**config.mk**
```make
export PLATFORM = sky130hd
export DESIGN_NAME = dmem_responder
export DESIGN_NICKNAME = d
export VERILOG_FILES = /design/src/rtl/dmem_responder.sv
export SDC_FILE = /design/constraint.sdc
export NUM_CORES = 2
export LEC_CHECK = 0
export ABC_AREA = 1
export ABC_CLOCK_PERIOD_IN_PS = 2300
export BUFFER_PORTS_ARGS = -buffer_cell sky130_fd_sc_hd__buf_4
export CAP_MARGIN = 40
export CORE_ASPECT_RATIO = 2
export CORE_MARGIN = 3
export CORE_UTILIZATION = 55
export DETAILED_ROUTE_END_ITERATION = 6
export GPL_ROUTABILITY_DRIVEN = 0
export PLACE_DENSITY = 0.73
export SYNTH_ARGS = -nofsm -noshare
export SYNTH_HDL_FRONTEND = slang
export SYNTH_SLANG_ARGS = --single-unit
```
**constraint.sdc**
```tcl
create_clock -name clk -period 2.3 [get_ports clk]
set_clock_uncertainty 0.15 [all_clocks]
set_input_delay 0.345 -clock clk [delete_from_list [all_inputs] [get_ports clk]]
set_output_delay 0.345 -clock clk [all_outputs]
set_load 0.1 [all_outputs]
```
**src/rtl/dmem_responder.sv**
```systemverilog
// dmem_responder: valid/ready data-memory target with fixed wait states and one response pulse per request.
// Stores commit on the edge entering RESP; the old word is returned alongside.
module dmem_responder #(
  parameter int DATA_W   = 16,
  parameter int ADDR_W   = 7,
  parameter int WAIT_CYC = 2
) (
  input  logic              clk,
  input  logic              rst,
  input  logic              req_valid,
  output logic              req_ready,
  input  logic              req_we,
  input  logic [15:0]       req_addr,
  input  logic [DATA_W-1:0] req_wdata,
  output logic              rsp_valid,
  output logic [DATA_W-1:0] rsp_rdata,
  output logic              rsp_err,
  output logic              busy
);
  localparam int DEPTH = 2 ** ADDR_W;
  typedef enum logic [1:0] {IDLE, WAIT, RESP} state_t;
  state_t state_q, state_d;
  logic [3:0] cnt_q, cnt_d;
  logic we_q, we_d, err_q, err_d;
  logic [15:0] addr_q, addr_d;
  logic [DATA_W-1:0] wdata_q, wdata_d, rdata_q, rdata_d;
  logic [DATA_W-1:0] mem_q [DEPTH];
  logic accept, commit, c_we, c_in;
  logic [15:0] c_addr;
  logic [DATA_W-1:0] c_wdata;
  always_comb begin
    req_ready = rst && state_q == IDLE;
    busy      = state_q != IDLE;
    rsp_valid = state_q == RESP;
    rsp_rdata = rdata_q;
    rsp_err   = err_q;
    accept    = req_valid && req_ready;
    commit    = (accept && WAIT_CYC == 0) || (state_q == WAIT && cnt_q == 4'd0);
    // With zero wait states the commit edge is the acceptance edge, so use the live request.
    c_we      = state_q == IDLE ? req_we : we_q;
    c_addr    = state_q == IDLE ? req_addr : addr_q;
    c_wdata   = state_q == IDLE ? req_wdata : wdata_q;
    c_in      = c_addr[15:ADDR_W] == '0;
    state_d   = state_q == RESP ? IDLE : commit ? RESP : accept ? WAIT : state_q;
    cnt_d     = accept ? 4'(WAIT_CYC - 1) : state_q == WAIT ? cnt_q - 4'd1 : cnt_q;
    we_d      = accept ? req_we : we_q;
    addr_d    = accept ? req_addr : addr_q;
    wdata_d   = accept ? req_wdata : wdata_q;
    rdata_d   = commit ? (c_in ? mem_q[c_addr[ADDR_W-1:0]] : '0) : rdata_q;
    err_d     = commit ? !c_in : err_q;
  end
  always_ff @(posedge clk or negedge rst) begin
    if (!rst) begin
      state_q <= IDLE;
      cnt_q   <= '0;
      we_q    <= 1'b0;
      addr_q  <= '0;
      wdata_q <= '0;
      rdata_q <= '0;
      err_q   <= 1'b0;
    end else begin
      state_q <= state_d;
      cnt_q   <= cnt_d;
      we_q    <= we_d;
      addr_q  <= addr_d;
      wdata_q <= wdata_d;
      rdata_q <= rdata_d;
      err_q   <= err_d;
    end
  end
  always_ff @(posedge clk or negedge rst) begin
    if (!rst) begin
      for (int i = 0; i < DEPTH; i++) mem_q[i] <= '0;
    end else if (commit && c_we && c_in) begin
      mem_q[c_addr[ADDR_W-1:0]] <= c_wdata;
    end
  end
endmodule

```
==> results.md <==
* Sequential share of the synthesized area at 0.529
* WP buf/inv at 5
* Hold endpoint: addr_q[11]
* Clock latency on the worst-skew pair at 0.87 ns
* Max-slew headroom at 0.418
* Met2 wire length at approximately 160000 um
* CP Capture Type: flop
* Cells after Synth at about 13000
* Max Slew Vio Count at 0
* Root Buffer: clkbuf_16
* Crit path max-delay family: simple AND/OR/NAND/NOR gates
* Vias at roughly 90000
* Layout cells sized above 1 at 0.109
* Critical Path Most Common Cell: nand2_1
* Ys async rst share at 1.00
* Peak supply drop at about 3300 uV
* Vias in the first global route at 90400
* Final instance area at around 0.12 mm^2
* CTS Buffer Depth at 4
* Outcome: finished, violations left
* Most frequent cells in the layout: nand2_1 (5804), dfrtp_1 (2102), o21ai_0 (1442)
* YS warnings at 0
* CP arrival at around 3.8 ns
* PnR worst setup slack at -0.881 ns
* Metal3 WL at 30300 um
* Synth cell types at 29
* Slowest cell delay on critical path at 0.46 ns
* Mapped Area at between 0.09 and 0.1 mm^2
* Area of the die at about 0.19 mm^2
* Min-delay src: req_addr[11]
* Die width at between 300 and 400 um
* Final cell count without fillers at 15700
* ANT nets after route at 0
* GRT Overall Usage at 0.361
* Grt ovf at 0
* Initial antenna violation count at 5
* Number of port buffers at 55
* Initial Util at 0.554
* Die Span Y at ~610 um
* Hold WC Path Type: input pin to flop
* Crit-path cells: nor2_4, nand2_2, nand2_4, buf_6, buf_12, buf_12, buf_16, buf_12, nand2_1, o21ai_0, nand2_1, nand2_2, nand2_1, nand2_2, nand2_1, nand2_4, nor2_1, nor2_1, nor2_2, nand2_1, nand2_1
* Leakage Power at ~0.055 uW
* Worst Setup Path Type: flop to flop
* Setup violations, final at approximately 2100
* Final Hold Vio Count at 0
* Post-synth EDFFs at 0
* Top routing layer in use: met5
* CP required at 2.88 ns
* Final HPWL DP at approximately 210000 um
* CTS tree: built
* 1st-pass router iterations at 7
* TritonCTS Buffers at approximately 190
* Final Routed Wirelength at ~340000 um
* Flops & latches, synth at 2104
* Final Net Count at between 10000 and 15000
* Synthesized Nets at 13300
* Placed Cells incl. Taps at between 15000 and 20000
* Tmin final at around 3.2 ns
* Post-DP Area at about 0.11 mm^2
* Period utilisation layout at 1.38
* H-Tree Depth at 4
* Largest net degree at the start of global routing at around 150
* MaxCap Viol Count at 0
* Unrepaired setup endpoints after global routing: true
* DRC Markers at 29
* Startpoint types: flop
* Worst-path clk slew at around 0.07 ns
* Worst reg2reg path depth at 21
* Top FF cell, synth: dfrtp_1
* IO Pins at 56
* First-pass GRT wire length at around 520000 um
* Max Clk Rate at ~310 MHz
* TritonCTS Sinks at ~2100
* Placement Rows at 220
* Commonest non-fill, non-tap cell in the layout: nand2_1
* Worst Hold Path Cells at 4
* Worst R2R End: rsp_rdata[1]
* CP max stage cell: dfrtp_2
* Power Density at around 1400 mW/mm^2
* Core ar. at around 0.18 mm^2
* Final Core Density at 0.653
* Reg2reg start: state_q[0]
* Vias per std cell at 5.83
* Area Growth Syn to Fin at 17.9%
* Violated checks: design-rule violations, negative setup slack
* 1st-iter DRT viols at ~11000
* FF-to-FF setup slack at -0.88 ns
* Slew at the pin closest to its max-slew limit at 0.873 ns
* CP max FO at 8
* Fillers at 14500
* Routed len/inst at around 22 um
* Syn_area_per_cell at approximately 7.5 um^2
* Met1 wire length at 118000 um
[final cells by class]
class                      instances  area (um^2)  share of cell area
tap                             2331         2920              0.0249
sequential                      2104        52700               0.449
antenna                            6         15.0            0.000128
multi-input combinational       9284        40900               0.349
clock buffer                     264         5430              0.0463
clock inverter                    63          816             0.00695
inverter                         814         3070              0.0261
timing repair buffer             859        11500              0.0979
[repair_timing]
action,in CTS,in global routing
setup buffers,53,20
hold buffers,60,0
setup endpoints to repair,2069,2092
resized for setup,284,153
endpoints found under the hold margin,1235,0
cloned,33,18
pin swaps,63,74
[state kept, by name, indices dropped and copies added (netlist names)]
register / flops
state_q: 2
we_q: 1
cnt_q: 4
wdata_q: 16
mem_q: 2048
addr_q: 16
rsp_err: 1
rsp_rdata: 16
[per-stage QoR]
stage                     hold slack (ns)  setup TNS [ns]  worst slack (ns)  power (uW)
final                              0.0846        -1227.40            -0.881      169000
after global routing                0.108        -1466.10            -0.939      175000
after CTS                          0.0465         -965.20            -0.745      163000
after detailed placement           0.0982        -1079.94             -1.23      124000
after global placement             0.0963         -989.06             -1.16      123000
after floorplan                    -0.101         -178.63            -0.162       81900
[layer usage]
metal,up-vias,global-route usage
met2,4940,0.581
li1,41400,-
met1,43800,0.424
met4,2,0.296
met3,1533,0.0620
met5,-,0
[kinds of logic (layout without fill, tap and decap cells)]
group / count (synthesis) / after routing / synth area share
buffers and inverters: 1846 / 2000 / 0.0768
DFF: 2104 / 2104 / 0.529
adders and majority gates: 2 / 2 / 0.000251
other: 0 / 6 / 0
and+or+nand+nor: 6907 / 6922 / 0.275
AOI/OAI and AO/OA: 2360 / 2360 / 0.119
[power breakdown]
group	switching (uW)	total (uW)	leakage (uW)	internal, uW
sequential	544	38000	0.0293	37500
combinational	66800	97900	0.0225	31100
clock	14400	32900	0.00308	18500
total	81700	169000	0.0549	87000
[cells in the mapped netlist (39+ instances only)]
library cell	n	area [um^2]
dfrtp_1	2104	52700
clkbuf_1	600	2250
nand3_1	515	2580
nand2_1	5915	22200
nand4_1	66	413
nand2_4	39	439
nand2_2	40	250
o21ai_1	626	3130
inv_1	802	3010
buf_2	349	1750
o21ai_0	1725	8630
nor2_1	296	1110
[how the worst max path moves through the flow]
stage	startpoint	to	depth (start not counted)
finish	state_q[0]	rsp_rdata[1]	21
global route	state_q[0]	rsp_rdata[2]	21
CTS	state_q[1]	rsp_rdata[2]	19
detailed placement	state_q[0]	rsp_rdata[8]	18
global placement	state_q[0]	rsp_rdata[8]	18
floorplan	state_q[0]	mem_q[59]	12
[worst reg2reg max path, stage by stage, from the launching register on]
cell and delay (ns):
dfrtp_2 0.46, nor2_4 0.21, nand2_2 0.09, nand2_4 0.15, buf_6 0.16, buf_12 0.17, buf_12 0.17, buf_16 0.14
buf_12 0.12, nand2_1 0.06, o21ai_0 0.10, nand2_1 0.12, nand2_2 0.09, nand2_1 0.07, nand2_2 0.12, nand2_1 0.09
nand2_4 0.15, nor2_1 0.06, nor2_1 0.15, nor2_2 0.08, nand2_1 0.07, nand2_1 0.05
Note: power is estimated with default switching activity, not from simulation.
